==> src/rtl/shvar_pipe.sv <==
// Pipelined variable-amount barrel shifter (SRL/SRA/SLL/ROR) with predicate and valid/ready flow control.
// Optional `SHVAR_PIPE_STICKY_EN adds o0_sticky, the OR of all bits shifted out of the operand.
module shvar_pipe #(
    parameter int width     = 32,
    parameter int shiftbits = 6,
    parameter int stages    = 2
) (
    input  logic                 clk,
    input  logic                 reset,
    input  logic [1:0]           op,
    input  logic                 pred,
    input  logic [width-1:0]     i0,
    input  logic [shiftbits-1:0] amt,
    input  logic                 in_valid,
    output logic                 in_ready,
    output logic                 o0_valid,
    input  logic                 o0_ready,
    output logic                 o0_enable,
`ifdef SHVAR_PIPE_STICKY_EN
    output logic                 o0_sticky,
`endif
    output logic [width-1:0]     o0
);

    localparam int LOG = $clog2(width);

    typedef enum logic [1:0] {
        OP_SRL = 2'b00,
        OP_SRA = 2'b01,
        OP_SLL = 2'b10,
        OP_ROR = 2'b11
    } op_e;

    logic             vld_q  [stages];
    logic             vld_d  [stages];
    op_e              op_q   [stages];
    op_e              op_d   [stages];
    logic             pred_q [stages];
    logic             pred_d [stages];
    logic             oor_q  [stages];
    logic             oor_d  [stages];
    logic [LOG-1:0]   amt_q  [stages];
    logic [LOG-1:0]   amt_d  [stages];
    logic [width-1:0] data_q [stages];
    logic [width-1:0] data_d [stages];
`ifdef SHVAR_PIPE_STICKY_EN
    logic             sticky_q [stages];
    logic             sticky_d [stages];
`endif

    logic stall;

    assign o0_valid  = vld_q[stages-1];
    assign o0_enable = pred_q[stages-1];
    assign o0        = data_q[stages-1];
    assign stall     = o0_valid & ~o0_ready;
    assign in_ready  = ~stall;
`ifdef SHVAR_PIPE_STICKY_EN
    assign o0_sticky = sticky_q[stages-1];
`endif

    // Stage s applies every level k with floor(k*stages/LOG) == s; the range override lands in the last stage.
    always_comb begin
        logic [width-1:0]   d;
        logic [2*width-1:0] wide;
        logic [width-1:0]   ones;
        op_e                o;
        logic [LOG-1:0]     a;
        logic               v;
        logic               p;
        logic               ov;
        int                 ps;
        int                 sh;
`ifdef SHVAR_PIPE_STICKY_EN
        logic               st;
        st   = 1'b0;
`endif
        d    = '0;
        wide = '0;
        ones = '1;
        o    = OP_SRL;
        a    = '0;
        v    = 1'b0;
        p    = 1'b0;
        ov   = 1'b0;
        ps   = 0;
        sh   = 0;
        for (int s = 0; s < stages; s++) begin
            ps = (s > 0) ? s - 1 : 0;
            if (s == 0) begin
                v  = in_valid;
                o  = op_e'(op);
                p  = pred;
                a  = amt[LOG-1:0];
                ov = |(amt >> LOG);
                d  = i0;
`ifdef SHVAR_PIPE_STICKY_EN
                st = ov & (op_e'(op) != OP_ROR) & (|i0);
`endif
            end else begin
                v  = vld_q[ps];
                o  = op_q[ps];
                p  = pred_q[ps];
                a  = amt_q[ps];
                ov = oor_q[ps];
                d  = data_q[ps];
`ifdef SHVAR_PIPE_STICKY_EN
                st = sticky_q[ps];
`endif
            end
            for (int k = 0; k < LOG; k++) begin
                if ((((k * stages) / LOG) == s) && a[k]) begin
                    sh = 1 << k;
                    unique case (o)
                        OP_SRL: begin
`ifdef SHVAR_PIPE_STICKY_EN
                            st = st | (|(d & (ones >> (width - sh))));
`endif
                            d = d >> sh;
                        end
                        OP_SRA: begin
`ifdef SHVAR_PIPE_STICKY_EN
                            st = st | (|(d & (ones >> (width - sh))));
`endif
                            wide = {{width{d[width-1]}}, d} >> sh;
                            d    = wide[width-1:0];
                        end
                        OP_SLL: begin
`ifdef SHVAR_PIPE_STICKY_EN
                            st = st | (|(d & ~(ones >> sh)));
`endif
                            d = d << sh;
                        end
                        OP_ROR: begin
                            wide = {d, d} >> sh;
                            d    = wide[width-1:0];
                        end
                    endcase
                end
            end
            // An arithmetic shift never disturbs the MSB, so d[width-1] is still the operand's sign here.
            if ((s == stages - 1) && ov && (o != OP_ROR)) begin
                d = (o == OP_SRA) ? {width{d[width-1]}} : '0;
            end
            vld_d[s]  = v;
            op_d[s]   = o;
            pred_d[s] = p;
            oor_d[s]  = ov;
            amt_d[s]  = a;
            data_d[s] = d;
`ifdef SHVAR_PIPE_STICKY_EN
            sticky_d[s] = st;
`endif
        end
    end

    // Whole pipe holds on stall, otherwise every stage advances; bubbles move like words.
    always_ff @(posedge clk or posedge reset) begin
        if (reset) begin
            for (int s = 0; s < stages; s++) begin
                vld_q[s]  <= 1'b0;
                op_q[s]   <= OP_SRL;
                pred_q[s] <= 1'b0;
                oor_q[s]  <= 1'b0;
                amt_q[s]  <= '0;
                data_q[s] <= '0;
`ifdef SHVAR_PIPE_STICKY_EN
                sticky_q[s] <= 1'b0;
`endif
            end
        end else if (!stall) begin
            for (int s = 0; s < stages; s++) begin
                vld_q[s]  <= vld_d[s];
                op_q[s]   <= op_d[s];
                pred_q[s] <= pred_d[s];
                oor_q[s]  <= oor_d[s];
                amt_q[s]  <= amt_d[s];
                data_q[s] <= data_d[s];
`ifdef SHVAR_PIPE_STICKY_EN
                sticky_q[s] <= sticky_d[s];
`endif
            end
        end
    end

    always_ff @(posedge clk) begin
        assert (width >= 2 && (width & (width - 1)) == 0);
        assert (shiftbits >= LOG);
        assert (stages >= 1 && stages <= shiftbits);
    end

endmodule
==> config.mk <==
export PLATFORM = sky130hd
export DESIGN_NAME = shvar_pipe
export DESIGN_NICKNAME = d
export VERILOG_FILES = /design/src/rtl/shvar_pipe.sv
export SDC_FILE = /design/constraint.sdc
export NUM_CORES = 1
export LEC_CHECK = 0
export ABC_AREA = 1
export CORE_UTILIZATION = 25
export CTS_CLUSTER_DIAMETER = 100
export DETAILED_ROUTE_END_ITERATION = 8
export SLEW_MARGIN = 20
export SYNTH_ARGS = -nofsm -noshare
export SYNTH_HDL_FRONTEND = slang
export SYNTH_SLANG_ARGS = --single-unit
==> constraint.sdc <==
create_clock -name clk -period 3.5 [get_ports clk]
set_input_delay 1.05 -clock clk [delete_from_list [all_inputs] [get_ports clk]]
set_output_delay 1.05 -clock clk [all_outputs]
set_load 0.005 [all_outputs]
# After elaboration in Yosys (flattened, before gate mapping)

Cells that the tools add are included.
W data, S select, Z words.

Bits in read-only memories: 0
Output and inout bits: 35
RAM bits: 0
Memories kept: 0
Logic and storage cells: 34
Bits in registers: 76
Latch bits: 0

Equal/unequal tests: 7
Shift operators: 0
Mux-type cells: 12
Order comparisons: 0
Div/mod/pow operators: 0
Bitwise gates (word level): 3
Reductions and logical operators: 3
Add/sub/neg operators: 0
Multipliers: 0

Operator list:

| kind                 | count |
|---|---|
| $pmux W32 S4         | 5 |
| $mux W32             | 7 |
| $eq A2 B2 Y1 const B | 4 |
| $eq A2 B1 Y1 const B | 2 |
| $logic_not A2 Y1     | 2 |
| $ne A2 B2 Y1 const B | 1 |
| $not A1 Y1           | 2 |
| $and A1 B1 Y1        | 1 |
| $logic_and A1 B1 Y1  | 1 |

# Longest topological paths before layout

Gate-level depths: netlist (run 1).

Word-level depth: 7
Depth in mapped cells: 12
Depth with buffers taken out: 11

# Worst setup path after synthesis (run 1)

No wires, ideal clock.

Path type: input to output
From: in o0_ready
To: out in_ready
Stages on the path: 4
Arrival: 1.786 ns
Required time: 2.450 ns
Path slack: 0.664 ns
Cells stage by stage: nor2_1 inv_1 clkbuf_1 buf_1

Cells in the longest elaborated chain, start to end: 3

RTL lines:

| item          | line | source |
|---|---|---|
| from (decl)   | 17   | `input logic o0_ready,` |
| $not A1 Y1    | 56   | `assign stall = o0_valid & ~o0_ready;` |
| $and A1 B1 Y1 | 56   |  |
| $not A1 Y1    | 57   | `assign in_ready = ~stall;` |
| to (decl)     | 15   | `output logic in_ready,` |

No other way between the ends.

# Worst setup path in the final report (run 1)

Same ends and word-level chain as after synthesis.

==> results.json, run 1 <==
{
  "outcome": "complete, no violations",
  "synthArstFlopShare_pct": 100,
  "worstPathArrival_ns": 2.13,
  "placed_area_um2": 7090,
  "hp-class": "reg -> reg",
  "r2r_slack_ns": 1.08,
  "core_um2": 24200,
  "maxClockFrequency_mhz": 315,
  "hold_buffers": 0,
  "hold_end": "o0_valid",
  "drc": 0,
  "grt_usage_pct": 16.8,
  "gr-total-overflow": 0,
  "clkTransAtPathRegs_ns": 0.06,
  "fin_area_um2": 7390,
  "ant_nets": 0,
  "yosysTopAreaCell": "dfrtp_1",
  "holdPathStages": 2,
  "syn_nets": 1027,
  "initial_core_util_pct": 25.4,
  "area_delta_synth_final_pct": 20.0,
  "cts.sinks": 73,
  "grt_pass1_wl_um": 34300,
  "cts_resized": 0,
  "r2r_end": "o0[25]",
  "wl_per_cell_um": 15.6,
  "num_antenna_cells": 0,
  "cts_made_buffers": 9,
  "synth_top_area_share_pct": 29.7,
  "min_from": "vld_d[0]",
  "finalCritPeriodShare_pct": 90.7,
  "grt_pass1_vias": 6152,
  "final.setup_skew_ns": 0.00613,
  "ir_drop_mv": 0.253,
  "ys_ff_latch": 73,
  "place_inst": 1311,
  "cts_htree_levels": 3,
  "finalSetupTns_ns": 0,
  "nets": 1043,
  "grt_max_degree": 101,
  "syn_area_per_cell_um2": 6.27,
  "multiInputGateArea_um2": 3470,
  "crit_type": "in -> out",
  "cap_violations": 0,
  "clockBufferDepth": 2,
  "cp_max_fo": 2,
  "ys_warn_count": 0,
  "insertion_delay_ns": 0.34,
  "synth_edf_count": 0,
  "worst_pin_slew_ns": 1.00,
  "critPathCaptureType": "output port",
  "die_x_um": 159,
  "synth_area_um2": 6160,
  "route.vias.total": 6853,
  "hold_violations": 0,
  "synthCells": 982,
  "antenna_found_initial": 0,
  "wl_um": 20800,
  "slew_headroom_pct": 33.1,
  "numPortBuffers": 79,
  "period_minus_slack_ns": 3.18,
  "ys.flop_type": "dfrtp_1",
  "post-cts-setup-buffer-count": 0,
  "cts_tree": "yes",
  "gp_congestion": 0.891,
  "die_area_um2": 25300,
  "crit-reg2reg-launch": "op_d[1]",
  "firstDrtPassIters": 5,
  "cts_root_buf": "clkbuf_16",
  "worstRegToRegCells": 7,
  "slew_violations": 0,
  "post-dp-hpwl_um": 15700,
  "synth_common_cells": "nand2_1 (218), nand3_1 (169), inv_1 (83)",
  "fin_cells": 1327,
  "regArea_um2": 1830,
  "rows": 57,
  "pin_count": 80,
  "fp.dieH_um": 159,
  "synth.distinct_cells": 24,
  "fillCellCount": 2717,
  "start_kind": "primary input",
  "drive_gt1_share_pct": 5.48,
  "detailedRoute.firstIterationViolations": 796,
  "power.leakage_nw": 3.31,
  "rsz0062_at_grt": "false",
  "required_ns": 2.45,
  "synth_area_leaders": "dfrtp_1 (30%), nand3_1 (14%), nand2_1 (13%)",
  "via_per_inst": 5.16,
  "power_density_nw_per_um2": 476,
  "setup_viol": 0,
  "synth_seq_area_share_pct": 29.7,
  "synth.most_common_cell": "nand2_1"
}
-- through the flow --
step / hold slack [ns] / power, mW / utilization (%) / worst slack [ns]
final: 0.447 / 3.52 / 30.5 / 0.325
after CTS: 0.450 / 3.54 / 30.5 / 0.321
after detailed placement: 0.434 / 2.58 / 29.2 / 0.322
after global routing: 0.475 / 3.78 / 30.5 / 0.287
after floorplan: 0.420 / 2.12 / - / 0.597
after global placement: 0.424 / 2.57 / 29.2 / 0.310
-- kinds of logic after synthesis --
kind of cell	Yosys count	synth area share, %
AND/OR/NAND/NOR	523	38.0
buffers and inverters	188	14.0
flip-flops	73	29.7
AO/OA/AOI/OAI	198	18.4
-- where the power goes --
group          leakage, nW  internal (mW)  switching, mW
clock network        0.149          0.573          0.368
registers            0.863           1.04          0.154
logic                 2.29          0.586          0.796
total                 3.31           2.20           1.32
-- routing by layer --
layer  vias up  global-route usage, %  wire (um)
met4         0                   5.33        421
li1       3360                      -          -
met5         -                      0          0
met1      3157                   26.3      10600
met3        33                   3.49       1500
met2       303                   22.3       8280
-- critical path, stage by stage --
cell and delay (ns):
clkdlybuf4s50_1 0.45, nor2_1 0.06, inv_2 0.07, clkdlybuf4s50_1 0.50
-- layout by cell type (no fill, tap or decap), types with 3 or more instances in the layout --
cell	count
nand4_1	48
a31oi_1	9
clkdlybuf4s50_1	79
o211ai_1	48
inv_2	5
a21oi_1	63
o21ai_1	15
buf_12	5
nand2_1	218
dfrtp_1	73
nand3_1	169
inv_1	81
nor2_1	78
clkbuf_16	9
o21ai_0	56
o22ai_1	5
nand3b_1	3
buf_4	23
-- cell type report --
class | count | share of cell area [%]
clock inverter | 6 | 0.880
multi-input combinational | 721 | 47.0
timing repair buffer | 107 | 14.4
inverter | 86 | 4.37
tap | 324 | 5.48
sequential | 73 | 24.7
clock buffer | 10 | 3.23
-- how the worst max path moves through the flow --
stage | startpoint | end
floorplan | reset | amt_d[3]
global route | o0_ready | in_ready
global placement | op[0] | data_q[45]
detailed placement | o0_ready | in_ready
finish | o0_ready | in_ready
CTS | o0_ready | in_ready
-- state kept, by name, indices dropped and copies added (netlist names) --
signal / cells
pred_d: 1
o0: 32
o0_enable: 1
oor_d: 1
data_q: 32
op_d: 2
amt_d: 2
vld_d: 1
o0_valid: 1
No activity file was read; power rests on OpenSTA's default activity.
==> run 2: changes to the inputs <==
--- a/config.mk
+++ b/config.mk
@@ -9,6 +9,8 @@
 export CORE_UTILIZATION = 25
 export CTS_CLUSTER_DIAMETER = 100
 export DETAILED_ROUTE_END_ITERATION = 8
+export DONT_BUFFER_PORTS = 1
+export GPL_ROUTABILITY_DRIVEN = 0
 export SLEW_MARGIN = 20
 export SYNTH_ARGS = -nofsm -noshare
 export SYNTH_HDL_FRONTEND = slang
==> results.json, run 2 (synthesized netlist as in run 1, its figures left out) <==
{
  "antenna_found_initial": 0,
  "hold_violations": 0,
  "ant_nets": 0,
  "core_um2": 24200,
  "fp.dieH_um": 159,
  "crit_type": "in -> out",
  "numPortBuffers": 0,
  "cts_htree_levels": 3,
  "clkTransAtPathRegs_ns": 0.06,
  "finalCritPeriodShare_pct": 72.8,
  "outcome": "complete, no violations",
  "fin_util_pct": 26.9,
  "grt_pass1_vias": 5861,
  "clockBufferDepth": 2,
  "min_from": "vld_d[0]",
  "crit-reg2reg-launch": "op_d[1]",
  "final.setup_skew_ns": 0.00565,
  "worstRegToRegCells": 5,
  "die_x_um": 159,
  "required_ns": 2.45,
  "route.vias.total": 6588,
  "critPathCaptureType": "output port",
  "pin_count": 80,
  "ir_drop_mv": 0.279,
  "layout_common_cells": "nand2_1 (218), nand3_1 (169), inv_1 (81), nor2_1 (78), dfrtp_1 (73)",
  "wl_um": 20800,
  "hold_buffers": 0,
  "cts_resized": 0,
  "power_density_nw_per_um2": 517,
  "finalPower_mw": 3.38,
  "period_minus_slack_ns": 2.55,
  "slew_violations": 0,
  "num_antenna_cells": 0,
  "detailedRoute.firstIterationViolations": 925,
  "setup_viol": 0,
  "power.leakage_nw": 2.95,
  "worstPathArrival_ns": 1.50,
  "cap_violations": 0,
  "grt_pass1_wl_um": 33100,
  "gr-total-overflow": 0,
  "hold_end": "o0_valid",
  "drc": 0,
  "via_per_inst": 5.32,
  "initial_core_util_pct": 25.4,
  "hp-class": "reg -> reg",
  "grt_usage_pct": 16.5,
  "rows": 57,
  "area_delta_synth_final_pct": 6.01,
  "cts.sinks": 73,
  "place_inst": 1222,
  "insertion_delay_ns": 0.35,
  "cts_tree": "yes",
  "cts_made_buffers": 9,
  "post-cts-setup-buffer-count": 0,
  "rsz0062_at_grt": "false",
  "drive_gt1_share_pct": 4.92,
  "fin_cells": 1238,
  "cts_root_buf": "clkbuf_16",
  "r2r_end": "o0[9]",
  "grt_max_degree": 100,
  "slew_headroom_pct": 36.9,
  "maxClockFrequency_mhz": 393,
  "nets": 954,
  "post-dp-hpwl_um": 15500,
  "finalSetupTns_ns": 0,
  "firstDrtPassIters": 6,
  "wl_per_cell_um": 16.8,
  "fillCellCount": 2739,
  "die_area_um2": 25300,
  "worst_pin_slew_ns": 0.946,
  "start_kind": "primary input",
  "r2r_slack_ns": 1.24,
  "cp_max_fo": 16,
  "holdPathStages": 2,
  "final_common_cell": "nand2_1"
}
[run 2: cell types whose count changed in the layout (fill, tap and decap cells not counted), moves of 2 or more]
cell             previous run  this run
clkdlybuf4s50_1            79         0
buf_4                      23        16
buf_12                      5         2
bufinv_16                   1         3
inv_6                       2         0
[run 2: through the flow]
| step | area [um2] | hold slack (ns) | worst slack [ns] |
|---|---|---|---|
| 2_1_floorplan | 6160 | 0.420 | 0.597 |
| 3_3_place_gp | 6190 | 0.424 | 0.726 |
| 3_5_place_dp | 6190 | 0.439 | 0.659 |
| 4_1_cts | 6530 | 0.453 | 0.937 |
| 5_1_grt | 6530 | 0.480 | 0.823 |
| 6_report | 6530 | 0.445 | 0.953 |
[run 2: per-layer routing]
layer | GRT usage (%) | vias up | share of wire [%]
met5 | 0 | - | 0
met4 | 4.41 | 0 | 1.9
met3 | 4.92 | 26 | 11
met2 | 21.8 | 363 | 39
met1 | 25.4 | 3034 | 48
li1 | - | 3165 | -
[run 2: worst max-delay path, cell delays in order]
cell,delay [ns]
nor2_1,0.08
buf_4,0.25
inv_2,0.11
[run 2: worst max-delay path by stage]
stage / start / cells past startpoint / to / slack [ns]
final: o0_ready / 3 / in_ready / 0.95
after global routing: op[0] / 9 / data_q[41] / 0.82
after CTS: o0_ready / 3 / in_ready / 0.94
after detailed placement: op[0] / 10 / data_q[53] / 0.66
after global placement: op[0] / 10 / data_q[53] / 0.73
after floorplan: reset / 1 / amt_d[3] / 0.60
[run 2: power breakdown]
part	internal [mW]	switching (mW)
logic	0.341	0.705
registers	1.04	0.201
clock network	0.696	0.395
total	2.08	1.30
[run 2: area by class of cell]
| cell class | count | area (um2) | share of cell area (%) |
|---|---|---|---|
| clock buffers | 9 | 225 | 3.45 |
| clock inverters | 7 | 119 | 1.82 |
| inverters | 86 | 323 | 4.94 |
| multi-input cells | 721 | 3470 | 53.2 |
| flip-flops and latches | 73 | 1830 | 28.0 |
| well taps | 324 | 405 | 6.21 |
| repair buffers | 18 | 160 | 2.45 |
